## src/rtl/channel_sweep_if.sv

```systemverilog
`default_nettype none
// ============================================================================
// Module   : channel_sweep_if
// Brief    : Host/channel/checker-side signals of the noise-sweep controller.
//            The abort line exists only when CHAN_SWEEP_ABORT_EN is defined.
// Revision : 1.0  initial release
// ============================================================================
interface channel_sweep_if #(
  parameter int CNT_W = 16
);
  logic                start;
  logic                sym_valid;
  logic                sym_err;
  logic                res_ready;
  logic signed [17:0]  noise_scale;
  logic                noise_en;
  logic                busy;
  logic                res_valid;
  logic [7:0]          res_step;
  logic signed [17:0]  res_scale;
  logic [CNT_W-1:0]    res_errs;
  logic                done;
`ifdef CHAN_SWEEP_ABORT_EN
  logic                abort;

  modport master (
    input  start, sym_valid, sym_err, res_ready, abort,
    output noise_scale, noise_en, busy, res_valid, res_step, res_scale, res_errs, done
  );
  modport slave (
    output start, sym_valid, sym_err, res_ready, abort,
    input  noise_scale, noise_en, busy, res_valid, res_step, res_scale, res_errs, done
  );
`else
  modport master (
    input  start, sym_valid, sym_err, res_ready,
    output noise_scale, noise_en, busy, res_valid, res_step, res_scale, res_errs, done
  );
  modport slave (
    output start, sym_valid, sym_err, res_ready,
    input  noise_scale, noise_en, busy, res_valid, res_step, res_scale, res_errs, done
  );
`endif
endinterface
`default_nettype wire

```

## src/rtl/channel_sweep_ctrl.sv

```systemverilog
`default_nettype none
// ============================================================================
// Module   : channel_sweep_ctrl
// Brief    : Steps the AWGN channel through a noise-scale sweep and reports
//            per-step symbol error counts. Optional abort: CHAN_SWEEP_ABORT_EN.
// Revision : 1.0  initial release
// ============================================================================
module channel_sweep_ctrl #(
  parameter int NUM_STEPS     = 8,
  parameter int SCALE_START   = 0,
  parameter int SCALE_STEP    = 1150,
  parameter int SETTLE_CYC    = 64,
  parameter int SYMS_PER_STEP = 1024,
  parameter int CNT_W         = 16
) (
  input  wire logic        clk,
  input  wire logic        rst,
  channel_sweep_if.master  bus
);
  localparam int SET_W = (SETTLE_CYC > 1) ? $clog2(SETTLE_CYC) : 1;
  localparam int SYM_W = $clog2(SYMS_PER_STEP + 1);
  localparam logic [17:0]      C_SCALE_START = 18'(SCALE_START);
  localparam logic [7:0]       C_LAST_STEP   = 8'(NUM_STEPS - 1);
  localparam logic [SET_W-1:0] C_SETTLE_LAST = SET_W'(SETTLE_CYC - 1);
  localparam logic [SYM_W-1:0] C_SYMS        = SYM_W'(SYMS_PER_STEP);
  localparam logic [CNT_W-1:0] C_ERR_MAX     = '1;

  typedef enum logic [1:0] {
    S_IDLE    = 2'd0,
    S_SETTLE  = 2'd1,
    S_MEASURE = 2'd2,
    S_REPORT  = 2'd3
  } state_t;

  state_t            r_state,     w_state_nxt;
  logic [7:0]        r_step,      w_step_nxt;
  logic [17:0]       r_scale,     w_scale_nxt;
  logic              r_noise_en,  w_noise_en_nxt;
  logic              r_busy,      w_busy_nxt;
  logic              r_res_valid, w_res_valid_nxt;
  logic              r_done,      w_done_nxt;
  logic [SET_W-1:0]  r_set_cnt,   w_set_cnt_nxt;
  logic [SYM_W-1:0]  r_sym_cnt,   w_sym_cnt_nxt;
  logic [CNT_W-1:0]  r_err_cnt,   w_err_cnt_nxt;
  logic [7:0]        r_res_step,  w_res_step_nxt;
  logic [17:0]       r_res_scale, w_res_scale_nxt;
  logic [CNT_W-1:0]  r_res_errs,  w_res_errs_nxt;

  logic signed [18:0] w_scale_sum;
  logic [17:0]        w_scale_sat;
  logic [SYM_W-1:0]   w_sym_inc;
  logic [CNT_W-1:0]   w_err_sat;
  logic               w_abort;

`ifdef CHAN_SWEEP_ABORT_EN
  assign w_abort = bus.abort;
`else
  assign w_abort = 1'b0;
`endif

  // 19-bit signed sum, clamped into the non-negative 18-bit signed range
  assign w_scale_sum = $signed({r_scale[17], r_scale}) + $signed(19'(SCALE_STEP));
  assign w_scale_sat = w_scale_sum[18] ? 18'd0 :
                       w_scale_sum[17] ? 18'h1FFFF : w_scale_sum[17:0];
  assign w_sym_inc   = r_sym_cnt + 1'b1;
  assign w_err_sat   = (r_err_cnt == C_ERR_MAX) ? r_err_cnt : r_err_cnt + 1'b1;

  always_comb begin
    w_state_nxt     = r_state;
    w_step_nxt      = r_step;
    w_scale_nxt     = r_scale;
    w_noise_en_nxt  = r_noise_en;
    w_busy_nxt      = r_busy;
    w_res_valid_nxt = r_res_valid;
    w_done_nxt      = 1'b0;
    w_set_cnt_nxt   = r_set_cnt;
    w_sym_cnt_nxt   = r_sym_cnt;
    w_err_cnt_nxt   = r_err_cnt;
    w_res_step_nxt  = r_res_step;
    w_res_scale_nxt = r_res_scale;
    w_res_errs_nxt  = r_res_errs;
    case (r_state)
      S_IDLE: begin
        if (bus.start && !w_abort) begin
          w_state_nxt    = S_SETTLE;
          w_step_nxt     = 8'd0;
          w_scale_nxt    = C_SCALE_START;
          w_noise_en_nxt = 1'b1;
          w_busy_nxt     = 1'b1;
          w_set_cnt_nxt  = '0;
          w_sym_cnt_nxt  = '0;
          w_err_cnt_nxt  = '0;
        end
      end
      S_SETTLE: begin
        if (r_set_cnt == C_SETTLE_LAST) begin
          w_state_nxt   = S_MEASURE;
          w_set_cnt_nxt = '0;
        end else begin
          w_set_cnt_nxt = r_set_cnt + 1'b1;
        end
      end
      S_MEASURE: begin
        if (bus.sym_valid) begin
          w_sym_cnt_nxt = w_sym_inc;
          if (bus.sym_err) w_err_cnt_nxt = w_err_sat;
          // The symbol that completes the step is included in the result
          if (w_sym_inc == C_SYMS) begin
            w_state_nxt     = S_REPORT;
            w_res_valid_nxt = 1'b1;
            w_res_step_nxt  = r_step;
            w_res_scale_nxt = r_scale;
            w_res_errs_nxt  = bus.sym_err ? w_err_sat : r_err_cnt;
          end
        end
      end
      S_REPORT: begin
        if (bus.res_ready) begin
          w_res_valid_nxt = 1'b0;
          if (r_step == C_LAST_STEP) begin
            w_state_nxt    = S_IDLE;
            w_noise_en_nxt = 1'b0;
            w_busy_nxt     = 1'b0;
            w_done_nxt     = 1'b1;
          end else begin
            w_state_nxt   = S_SETTLE;
            w_step_nxt    = r_step + 8'd1;
            w_scale_nxt   = w_scale_sat;
            w_set_cnt_nxt = '0;
            w_sym_cnt_nxt = '0;
            w_err_cnt_nxt = '0;
          end
        end
      end
      default: w_state_nxt = S_IDLE;
    endcase
    if (w_abort && (r_state != S_IDLE)) begin
      w_state_nxt     = S_IDLE;
      w_noise_en_nxt  = 1'b0;
      w_busy_nxt      = 1'b0;
      w_res_valid_nxt = 1'b0;
      w_done_nxt      = 1'b0;
    end
  end

  always_ff @(posedge clk or posedge rst) begin
    if (rst) begin
      r_state     <= S_IDLE;
      r_step      <= 8'd0;
      r_scale     <= C_SCALE_START;
      r_noise_en  <= 1'b0;
      r_busy      <= 1'b0;
      r_res_valid <= 1'b0;
      r_done      <= 1'b0;
      r_set_cnt   <= '0;
      r_sym_cnt   <= '0;
      r_err_cnt   <= '0;
      r_res_step  <= 8'd0;
      r_res_scale <= 18'd0;
      r_res_errs  <= '0;
    end else begin
      r_state     <= w_state_nxt;
      r_step      <= w_step_nxt;
      r_scale     <= w_scale_nxt;
      r_noise_en  <= w_noise_en_nxt;
      r_busy      <= w_busy_nxt;
      r_res_valid <= w_res_valid_nxt;
      r_done      <= w_done_nxt;
      r_set_cnt   <= w_set_cnt_nxt;
      r_sym_cnt   <= w_sym_cnt_nxt;
      r_err_cnt   <= w_err_cnt_nxt;
      r_res_step  <= w_res_step_nxt;
      r_res_scale <= w_res_scale_nxt;
      r_res_errs  <= w_res_errs_nxt;
    end
  end

  assign bus.noise_scale = r_scale;
  assign bus.noise_en    = r_noise_en;
  assign bus.busy        = r_busy;
  assign bus.res_valid   = r_res_valid;
  assign bus.res_step    = r_res_step;
  assign bus.res_scale   = r_res_scale;
  assign bus.res_errs    = r_res_errs;
  assign bus.done        = r_done;

endmodule
`default_nettype wire

```

## src/flat_wrapper.sv

```systemverilog
// flat-port wrapper written by rule: the top's interface ports become plain ports
module channel_sweep_ctrl_flat 
#(
  parameter int NUM_STEPS     = 8,
  parameter int SCALE_START   = 0,
  parameter int SCALE_STEP    = 1150,
  parameter int SETTLE_CYC    = 64,
  parameter int SYMS_PER_STEP = 1024,
  parameter int CNT_W         = 16
)
  (clk, rst, bus_start, bus_sym_valid, bus_sym_err, bus_res_ready, bus_noise_scale, bus_noise_en, bus_busy, bus_res_valid, bus_res_step, bus_res_scale, bus_res_errs, bus_done);
  channel_sweep_if #(.CNT_W(CNT_W)) bus_i ();
  input  wire logic clk;
  input  wire logic rst;
  input wire logic [$bits(bus_i.start)-1:0] bus_start;
  input wire logic [$bits(bus_i.sym_valid)-1:0] bus_sym_valid;
  input wire logic [$bits(bus_i.sym_err)-1:0] bus_sym_err;
  input wire logic [$bits(bus_i.res_ready)-1:0] bus_res_ready;
  output wire logic [$bits(bus_i.noise_scale)-1:0] bus_noise_scale;
  output wire logic [$bits(bus_i.noise_en)-1:0] bus_noise_en;
  output wire logic [$bits(bus_i.busy)-1:0] bus_busy;
  output wire logic [$bits(bus_i.res_valid)-1:0] bus_res_valid;
  output wire logic [$bits(bus_i.res_step)-1:0] bus_res_step;
  output wire logic [$bits(bus_i.res_scale)-1:0] bus_res_scale;
  output wire logic [$bits(bus_i.res_errs)-1:0] bus_res_errs;
  output wire logic [$bits(bus_i.done)-1:0] bus_done;
  assign bus_i.start = bus_start;
  assign bus_i.sym_valid = bus_sym_valid;
  assign bus_i.sym_err = bus_sym_err;
  assign bus_i.res_ready = bus_res_ready;
  assign bus_noise_scale = bus_i.noise_scale;
  assign bus_noise_en = bus_i.noise_en;
  assign bus_busy = bus_i.busy;
  assign bus_res_valid = bus_i.res_valid;
  assign bus_res_step = bus_i.res_step;
  assign bus_res_scale = bus_i.res_scale;
  assign bus_res_errs = bus_i.res_errs;
  assign bus_done = bus_i.done;
  channel_sweep_ctrl #(.NUM_STEPS(NUM_STEPS), .SCALE_START(SCALE_START), .SCALE_STEP(SCALE_STEP), .SETTLE_CYC(SETTLE_CYC), .SYMS_PER_STEP(SYMS_PER_STEP), .CNT_W(CNT_W)) u_core (.clk(clk), .rst(rst), .bus(bus_i));
endmodule
```

## config.mk

```make
export PLATFORM = sky130hd
export DESIGN_NAME = channel_sweep_ctrl_flat
export DESIGN_NICKNAME = d
export VERILOG_FILES = /design/src/rtl/channel_sweep_if.sv /design/src/rtl/channel_sweep_ctrl.sv /design/src/flat_wrapper.sv
export SDC_FILE = /design/constraint.sdc
export NUM_CORES = 1
export LEC_CHECK = 0
export CAP_MARGIN = 25
export CORE_UTILIZATION = 45
export DETAILED_ROUTE_END_ITERATION = 12
export PLACE_DENSITY = 0.67
export RECOVER_POWER = 25
export SKIP_LAST_GASP = 1
export SLEW_MARGIN = 25
export SYNTH_ARGS = -nofsm -noshare
export SYNTH_HDL_FRONTEND = slang
export SYNTH_SLANG_ARGS = --single-unit
```

## constraint.sdc

```tcl
create_clock -name clk -period 3.9 [get_ports clk]
set_input_delay 0.78 -clock clk [delete_from_list [all_inputs] [get_ports clk]]
set_output_delay 0.78 -clock clk [all_outputs]
set_load 0.05 [all_outputs]
```

==> impl_metrics.toml <==
[status]
outcome = "finished, violations left"
violations = "design-rule violations, max-capacitance violations, max-slew violations"

[sta]
finalSetupViolCount = 0
tightestPinTransition_ps = 2180
rsz0062_at_grt = "false"
slew_headroom_pct = -46.1
finalHoldViolations = 0
setup_tns_ps = 0
fin_crit_ps = 2910
worst_clock_skew_ps = 9.91
drv_slew = 47
clock.fmax_mhz = 344
period_share_pct = 74.5

[yosys]
yosysWarnings = 0
synth_adder_area_share_pct = 2.55
seq_area_frac_synth_pct = 48.3
synthSimpleGateAreaFrac_pct = 17.3
ys_types = 57
synthMuxAreaShare_pct = 6.73
synth_compound_area_share_pct = 19.3
synth_top_family_by_area = "compound AO/OA/AOI/OAI gates"
avgSynthCellArea_sq_um = 9.63
ys_ff_latch = 104
synth_area_sq_um = 5390
synthArstFlopShare_pct = 100
synth_cells = 560
synth_xor_xnor_area_share_pct = 2.11
synth_edf_count = 0
synth_ff_type = "dfrtp_1"

[floorplan]
design.core.area_sq_um = 11600
fp.dieW_um = 111
ioPinCount = 70
die_h_um = 111
start_util_pct = 46.6
dieArea_sq_um = 12400
rows = 39

[routing]
met1_length_um = 5640
topRoutingLayerUsed = "met4"
detail_route.first_pass.iterations = 9
drt-vias-per-instance = 5.76
met3_length_um = 492
drcViolationCount = 7
vias = 4387
routed_wl_um = 12000
routedWlPerCell_um = 15.7
drtIter0Drc = 223
antenna_left = 0
wl_met2_um = 5690

[layout]
area_growth_pct = 19.3
multi_input_comb_area_sq_um = 2600
num_antenna_cells = 0
final_cell_area_sq_um = 6430
seqCellArea_sq_um = 2600
nNetsFinal = 632
final_cell_mix = "dfrtp_1, clkdlybuf4s50_1, nand2_1, o21ai_0, a21oi_1"
final_common_cell = "dfrtp_1"
post_route_cells_drive_above_1_share_pct = 9.53
nFillCells = 1044

[global_routing]
grt_pass1_vias = 4192
grt_usage_pct = 20.1
grt_pass1_wl_um = 20300
overflow = 0
grt_max_degree = 59
antenna_found_initial = 0

[clocking]
h-tree-depth = 3
cts_tree = "built"
clockRootBuffer = "clkbuf_16"
cts_made_buffers = 9
cts_resized = 0
cts_post_setup_buffers_inserted = 0
cts_sinks = 104
clk_pin_slew_ps = 70
cts_hold_buf = 0
clk_path_buf_depth = 2
worstSkewPairLatency_ps = 340

[worst_setup_path]
cp-end-kind = "register"
cp_max_fo = 57
path_class = "register to register"
arrival_ps = 3130
crit_required_ps = 4120
crit_path_start_kind = "register"

[job]
drv_cap = 1

[power_and_ir_drop]
peakVddDrop_v = 0.000223
leakagePower_uw = 0.00274
p_per_area_nw_per_um2 = 559

[placement]
place_hpwl_um = 8210
numPortBuffers = 67
placed_area_sq_um = 6160
globalplace.congestion = 0.852

[worst_hold_path]
hold_class = "register to register"
-- cell type report --
class                   count  share of cell area, %
clock buffers              13                   3.89
multi-input cells         412                   40.4
well taps                 143                   2.78
inverters                  15                  0.895
flip-flops and latches    104                   40.5
repair buffers             73                   11.3
clock inverters             2                  0.253
-- state kept, by name, summed over array words and instances (netlist names) --
name                    count
u_core.bus.noise_en         1
u_core.bus.res_errs        16
u_core.r_state              2
u_core.bus.res_scale       17
u_core.r_sym_cnt           11
u_core.r_err_cnt           16
u_core.bus.res_valid        1
u_core.r_set_cnt            6
u_core.bus.done             1
u_core.bus.res_step         8
u_core.r_step               8
u_core.bus.noise_scale     17
-- Yosys cell counts (4+ instances only) --
cell type	number	area (sq um)
mux2_4	8	120
nor2_1	33	124
and3_1	7	43.8
nor3_1	9	45.0
xnor2_1	11	96.3
mux2i_1	4	40.0
o21a_1	6	45.0
and2_1	5	31.3
a22o_1	4	35.0
nand3_1	23	115
a21o_1	6	45.0
ha_1	11	138
or3_1	5	31.3
a31oi_1	19	119
nand4_1	7	43.8
nand2_1	63	236
inv_1	15	56.3
or2_2	5	31.3
dfrtp_1	104	2600
nor4_1	5	31.3
nor2b_1	4	25.0
mux2_2	18	203
o31ai_1	10	75.1
clkbuf_1	22	82.6
nand2b_1	10	62.6
a21oi_1	37	185
a41oi_1	5	43.8
o21ai_0	62	310
-- cell families (layout without fill, tap and decap cells) --
kind of cell | Yosys count | count (layout)
buf+inv | 45 | 103
fa+ha+maj | 11 | 11
compound gates | 170 | 170
mux | 30 | 30
other cells | 1 | 2
xor+xnor | 13 | 13
simple gates | 186 | 186
flops | 104 | 104
-- metrics by stage --
| step | hold slack, ps | total power (uW) | std cells | utilization, % | setup WS, ps |
|---|---|---|---|---|---|
| floorplan | 464 | 2340 | 561 | - | 388 |
| global placement | 461 | 2700 | 747 | 53.3 | 935 |
| detailed placement | 469 | 2750 | 747 | 53.3 | 844 |
| CTS | 483 | 3590 | 762 | 55.6 | 1000 |
| global route | 502 | 3810 | 762 | 55.6 | 863 |
| finish | 480 | 3600 | 762 | 55.6 | 993 |
-- routing by layer --
| metal | GRT usage (%) | vias up |
|---|---|---|
| li1 | - | 2139 |
| met2 | 33.0 | 99 |
| met5 | 0 | - |
| met3 | 3.70 | 8 |
| met1 | 26.9 | 2141 |
| met4 | 6.85 | 0 |
-- power by group --
part           internal, uW  switching (uW)  leakage [uW]  total (uW)
Sequential             1180             144       0.00143        1320
Clock                   450             391      0.000126         840
Combinational           465             969       0.00118        1430
Total                  2090            1500       0.00274        3600
-- critical path: stages (launching register included) --
cell     delay, ps
dfrtp_1        490
ha_1           340
and4_1         330
mux2i_1        210
mux2i_1        120
or4b_4         850
mux2_4         410
-- path summary, 6_finish.rpt --
check / depth (start not counted) / endpoint / from / slack [ps]
setup / recovery: 6 / u_core.bus.res_scale[7] / u_core.r_sym_cnt[0] / 990
hold / removal: 1 / u_core.bus.res_errs[10] / u_core.bus.res_errs[10] / 480
setup reg to reg: 6 / u_core.bus.res_scale[7] / u_core.r_sym_cnt[0] / 990
hold reg to reg: 1 / u_core.bus.res_errs[10] / u_core.bus.res_errs[10] / 480
max in group asynchronous: 3 / u_core.bus.res_scale[14] / rst / 1380
min in group asynchronous: 2 / u_core.bus.res_errs[2] / rst / 1490
No activity file was read; power rests on OpenSTA's default activity.
==> variant 1 (same flow settings) <==
`SYMS_PER_STEP` is set to 1024 in 2 places; all go to 2048.
--- a/src/rtl/channel_sweep_ctrl.sv
+++ b/src/rtl/channel_sweep_ctrl.sv
@@ -12,3 +12,3 @@
   parameter int SETTLE_CYC    = 64,
-  parameter int SYMS_PER_STEP = 1024,
+  parameter int SYMS_PER_STEP = 2048,
   parameter int CNT_W         = 16
--- a/src/flat_wrapper.sv
+++ b/src/flat_wrapper.sv
@@ -7,3 +7,3 @@
   parameter int SETTLE_CYC    = 64,
-  parameter int SYMS_PER_STEP = 1024,
+  parameter int SYMS_PER_STEP = 2048,
   parameter int CNT_W         = 16
Function: same outputs for any inputs over 10 cycles, from zero or initial values and one cycle with rst high; that may be too few to reach the edited logic, so the function may still have changed.
==> variant 1 against the unedited design <==
Worst setup slack worse by 0.14 ns; global-route usage grew 0.15 points; fmax down 4.7%; area after synthesis up 5.8%; sequential cell count is 1 higher; routed wire length up 3.1%; non-clock buffer count up 1; cell area grew 4.6%; via count is 0.98% higher.
Power is not compared: it rests on default switching activity, and its combinational part moved more than twofold at a synthesized area within 25%.
==> variant 1: results (changes against the unedited design) <==
status: "finished, final reports clean"  # was finished with violations
grt_first_pass_wirelength_um: 20900  # was 20300 um
seq_area_frac: 0.390  # was 0.405
r2r_setup_slack_ns: 0.85  # was 0.99 ns
finClkSkew_ns: 0.00660  # was 0.00991 ns
place_area_sq_mm: 0.00646  # was 0.00616 sq mm
synth_common_cells: "dfrtp_1, nand2_1, o21ai_0"  # unchanged
nClkBuffers: 11  # was 13
buffers: 74  # was 73
ys_seq_area_frac: 0.460  # was 0.483
fin_nets: 633  # was 632
cp_slowest_stage_delay_ns: 0.60  # was 0.85 ns
layout.nonclk_buf_frac: 0.107  # was 0.113
placed_cells: 772  # was 747
hpwl_um: 8470  # was 8210 um
clk_share: 0.0401  # was 0.0414
num-nonclk-inverters: 22  # was 15
first_pass_iters: 4  # was 9
hold_end: "u_core.bus.res_step[2]$_DFFE_PP0P_"  # was u_core.bus.res_errs[10]$_DFFE_PP0P_
min-delay-start: "u_core.bus.res_step[2]$_DFFE_PP0P_"  # was u_core.bus.res_errs[10]$_DFFE_PP0P_
multi_input_area_sq_mm: 0.00282  # was 0.00260 sq mm
relSlewSlack: 0.426  # was -0.461
endpoint: "u_core.bus.res_scale[9]$_DFFE_PP0P_"  # was u_core.bus.res_scale[7]$_DFFE_PP0P_
routed_wl_um: 12300  # was 12000 um
crit_fanout: 24  # was 57
gp_congestion: 0.808  # was 0.852
internal_power_uw: 1640
post_drt_wl_per_cell_um: 15.7  # about the same
routed_via_density: 5.64  # was 5.76
syn_avg_cell_area_sq_um: 10.3  # was 9.63 sq um
grt_max_degree: 70  # was 59
fill_cells: 1050  # was 1044
multi_input_gates: 403  # was 412
grtUsageTotal: 0.203  # was 0.201
dpl_worst_slack_ns: 0.769  # was 0.844 ns
cp_slowest_cell: "and3_4"  # was or4b_4
period_share: 0.783  # was 0.745
fin_hold_ws_ns: 0.510  # was 0.480 ns
synth.distinct_cells: 56  # was 57
clock-sinks: 105  # was 104
reg2reg_depth: 8  # was 6
crit_arrival_ns: 3.29  # was 3.13 ns
drive_gt1_frac: 0.126  # was 0.0953
-- variant 1: cell types whose count changed in the layout (fill, tap and decap cells not counted), sizes merged, moves of 7 or more --
cell	before	now
a21oi	37	25
mux2	26	42
nand2	63	53
a31oi	19	7
inv	14	22
o21ai	62	55
nor3	10	19
-- variant 1: cells by family after synthesis --
group           share of synthesized area
other cells                      0.000657
mux                                 0.109
compound gates                      0.166
fa+ha+maj                          0.0263
simple gates                        0.155
xor+xnor                           0.0338
flops                               0.460
buf+inv                            0.0487
-- variant 1: routing by layer --
| layer | track usage | wire [um] | up-vias |
|---|---|---|---|
| met1 | 0.262 | 5690 | 2176 |
| met4 | 0.0736 | 122 | 0 |
| met5 | 0 | 0 | - |
| met3 | 0.0466 | 555 | 10 |
| met2 | 0.334 | 5960 | 115 |
| li1 | - | - | 2129 |
==> variant 2 (config.mk and constraints unchanged) <==
Without the edit above. Take the reset off `r_res_step`, `r_res_scale` and `r_res_errs` and load them in a clocked block of their own.
--- a/src/rtl/channel_sweep_ctrl.sv
+++ b/src/rtl/channel_sweep_ctrl.sv
@@ -157,5 +157,2 @@
       r_err_cnt   <= '0;
-      r_res_step  <= 8'd0;
-      r_res_scale <= 18'd0;
-      r_res_errs  <= '0;
     end else begin
@@ -171,6 +168,9 @@
       r_err_cnt   <= w_err_cnt_nxt;
-      r_res_step  <= w_res_step_nxt;
-      r_res_scale <= w_res_scale_nxt;
-      r_res_errs  <= w_res_errs_nxt;
     end
+  end
+
+  always_ff @(posedge clk) begin
+    r_res_step  <= w_res_step_nxt;
+    r_res_scale <= w_res_scale_nxt;
+    r_res_errs  <= w_res_errs_nxt;
   end
Formal check against the unedited RTL: no difference found for any inputs over 10 cycles, from zero or initial values and one cycle with rst high; that may be too few to reach the edited logic, so the function may still have changed.
==> variant 2 against the unedited design <==
Routed wire length fell by 8.7%; non-clock buffer count did not move; core utilization rose by 0.89 points; first-iteration DRC count rose by 12%; power fell by 1.3%; sequential share of layout area rose by 4.8 points; synthesized cell count fell by 12%; die area fell by 5.0%; global-route usage fell by 0.23 points; area after synthesis fell by 5.1%; cell area fell by 3.5%; worst setup slack improved by 0.088 ns; sequential cell count did not move.
==> variant 2: results (changes against the unedited design) <==
crit_fanout: 23  # was 57
gp_congestion: 0.812  # was 0.852
ys_top_cells_by_area: "dfrtp_1, edfxtp_1, o21ai_0, nand2_1, ha_1"  # was dfrtp_1, o21ai_0, nand2_1, mux2_2, a21oi_1
clockBufferDepth: 2  # unchanged
synth_edf_count: 41  # was 0
htree_levels: 3  # unchanged
fin_nets: 567  # was 632
routed_via_density: 5.77  # was 5.76
fmax_mhz: 355  # was 344 MHz
antenna_cells: 0  # unchanged
antenna_found_initial: 0  # unchanged
post-cts-setup-buffers: 0  # unchanged
relSlewSlack: 0.107  # was -0.461
first_pass_iters: 4  # was 9
grtUsageTotal: 0.199  # was 0.201
clkLatencyLatePin_ns: 0.34  # about the same
grt_pass1_vias: 3755  # was 4192
clkTransAtPathRegs_ns: 0.07  # about the same
cts_buffers: 9  # unchanged
dpl_worst_slack_ns: 0.813  # was 0.844 ns
grt_first_pass_wirelength_um: 18300  # was 20300 um
routed_wl_um: 10900  # was 12000 um
yosys_warnings: 0  # unchanged
routed.top_layer: "met4"  # unchanged
port_buffers: 67  # unchanged
post_cts_resized: 0  # unchanged
grt_max_degree: 27  # was 59
wl_met3_um: 442  # was 492 um
power.leakage_uw: 0.00247  # was 0.00274 uW
status: "finished, final reports clean"  # was finished with violations
ys_seq_area_frac: 0.549  # was 0.483
synth.distinct_cells: 63  # was 57
hold_class: "register to register"  # unchanged
root_buffer: "clkbuf_16"  # unchanged
reg2reg_depth: 8  # was 6
ys_async_sr_fraction: 0.606  # was 1.00
holdPathStages: 0  # was 1
hpwl_um: 7490  # was 8210 um
crit_arrival_ns: 3.05  # was 3.13 ns
synth_common_cells: "dfrtp_1, o21ai_0, nand2_1"  # was dfrtp_1, nand2_1, o21ai_0
finClkSkew_ns: 0.00871  # was 0.00991 ns
drt_iter0_markers: 250  # was 223
ir_drop_mv: 0.296  # was 0.223 mV
wl_met1_um: 5060  # was 5640 um
wl_met2_um: 5360  # was 5690 um
drive_gt1_frac: 0.0613  # was 0.0953
==> variant 2: through the flow <==
stage | cells | power, uW | cell area (sq um) | utilization | hold slack [ns]
finish | 695 | 3550 | 6210 | 0.565 | 0.483
global route | 695 | 3770 | 6210 | 0.565 | 0.507
CTS | 695 | 3570 | 6210 | 0.566 | 0.490
detailed placement | 679 | 2580 | 5890 | 0.536 | 0.480
global placement | 679 | 2550 | 5890 | 0.536 | 0.465
floorplan | 493 | 2240 | 5120 | - | 0.445
==> variant 2: cell type report <==
class	instances	area, sq um
Clock buffer	9	225
Fill cell	951	4780
Sequential cell	104	2810
Inverter	17	63.8
Tap cell	140	175
Timing Repair Buffer	73	721
Multi-Input combinational cell	345	2110
Clock inverter	7	101
==> variant 2: cells by family (layout without fill, tap and decap cells) <==
logic type,after synthesis,after routing,synth area share
muxes,2,2,0.00440
xor gates and xnor gates,19,19,0.0325
adders and majority gates,11,11,0.0269
and+or+nand+nor,167,167,0.170
DFF,104,104,0.549
buffers and inverters,44,106,0.0406
other,1,2,0.000733
AOI/OAI and AO/OA,144,144,0.176
==> variant 2: layer usage <==
metal,vias to the layer above,global-route usage
met5,-,0
met4,0,0.0627
met3,4,0.0359
met2,94,0.332
met1,1992,0.264
li1,1919,-
==> variant 2: final timing paths <==
kind | start | endpoint
min in group asynchronous | rst | u_core.bus.noise_scale[12]$_DFFE_PP0P_
setup reg to reg | u_core.r_state[0]$_DFFE_PP0P_ | u_core.r_err_cnt[5]$_DFFE_PP0P_
hold / removal | u_core.bus.noise_scale[0]$_DFFE_PP0P_ | u_core.bus.res_scale[0]$_DFFE_PP_
hold reg to reg | u_core.bus.noise_scale[0]$_DFFE_PP0P_ | u_core.bus.res_scale[0]$_DFFE_PP_
setup / recovery | rst | u_core.r_err_cnt[9]$_DFFE_PP0P_
max in group clk | bus_start | u_core.r_err_cnt[5]$_DFFE_PP0P_
==> variant 2: worst max-delay path, stage by stage <==
cell           delay (ns)
dlygate4sd3_1        0.53
inv_1                0.67
clkbuf_1             1.05
==> variant 2: where the power goes <==
group | switching (uW) | leakage, uW | internal (uW) | total (uW)
clock network | 408 | 0.000153 | 569 | 978
registers | 123 | 0.00124 | 1230 | 1350
logic | 829 | 0.00107 | 388 | 1220
total | 1360 | 0.00247 | 2190 | 3550
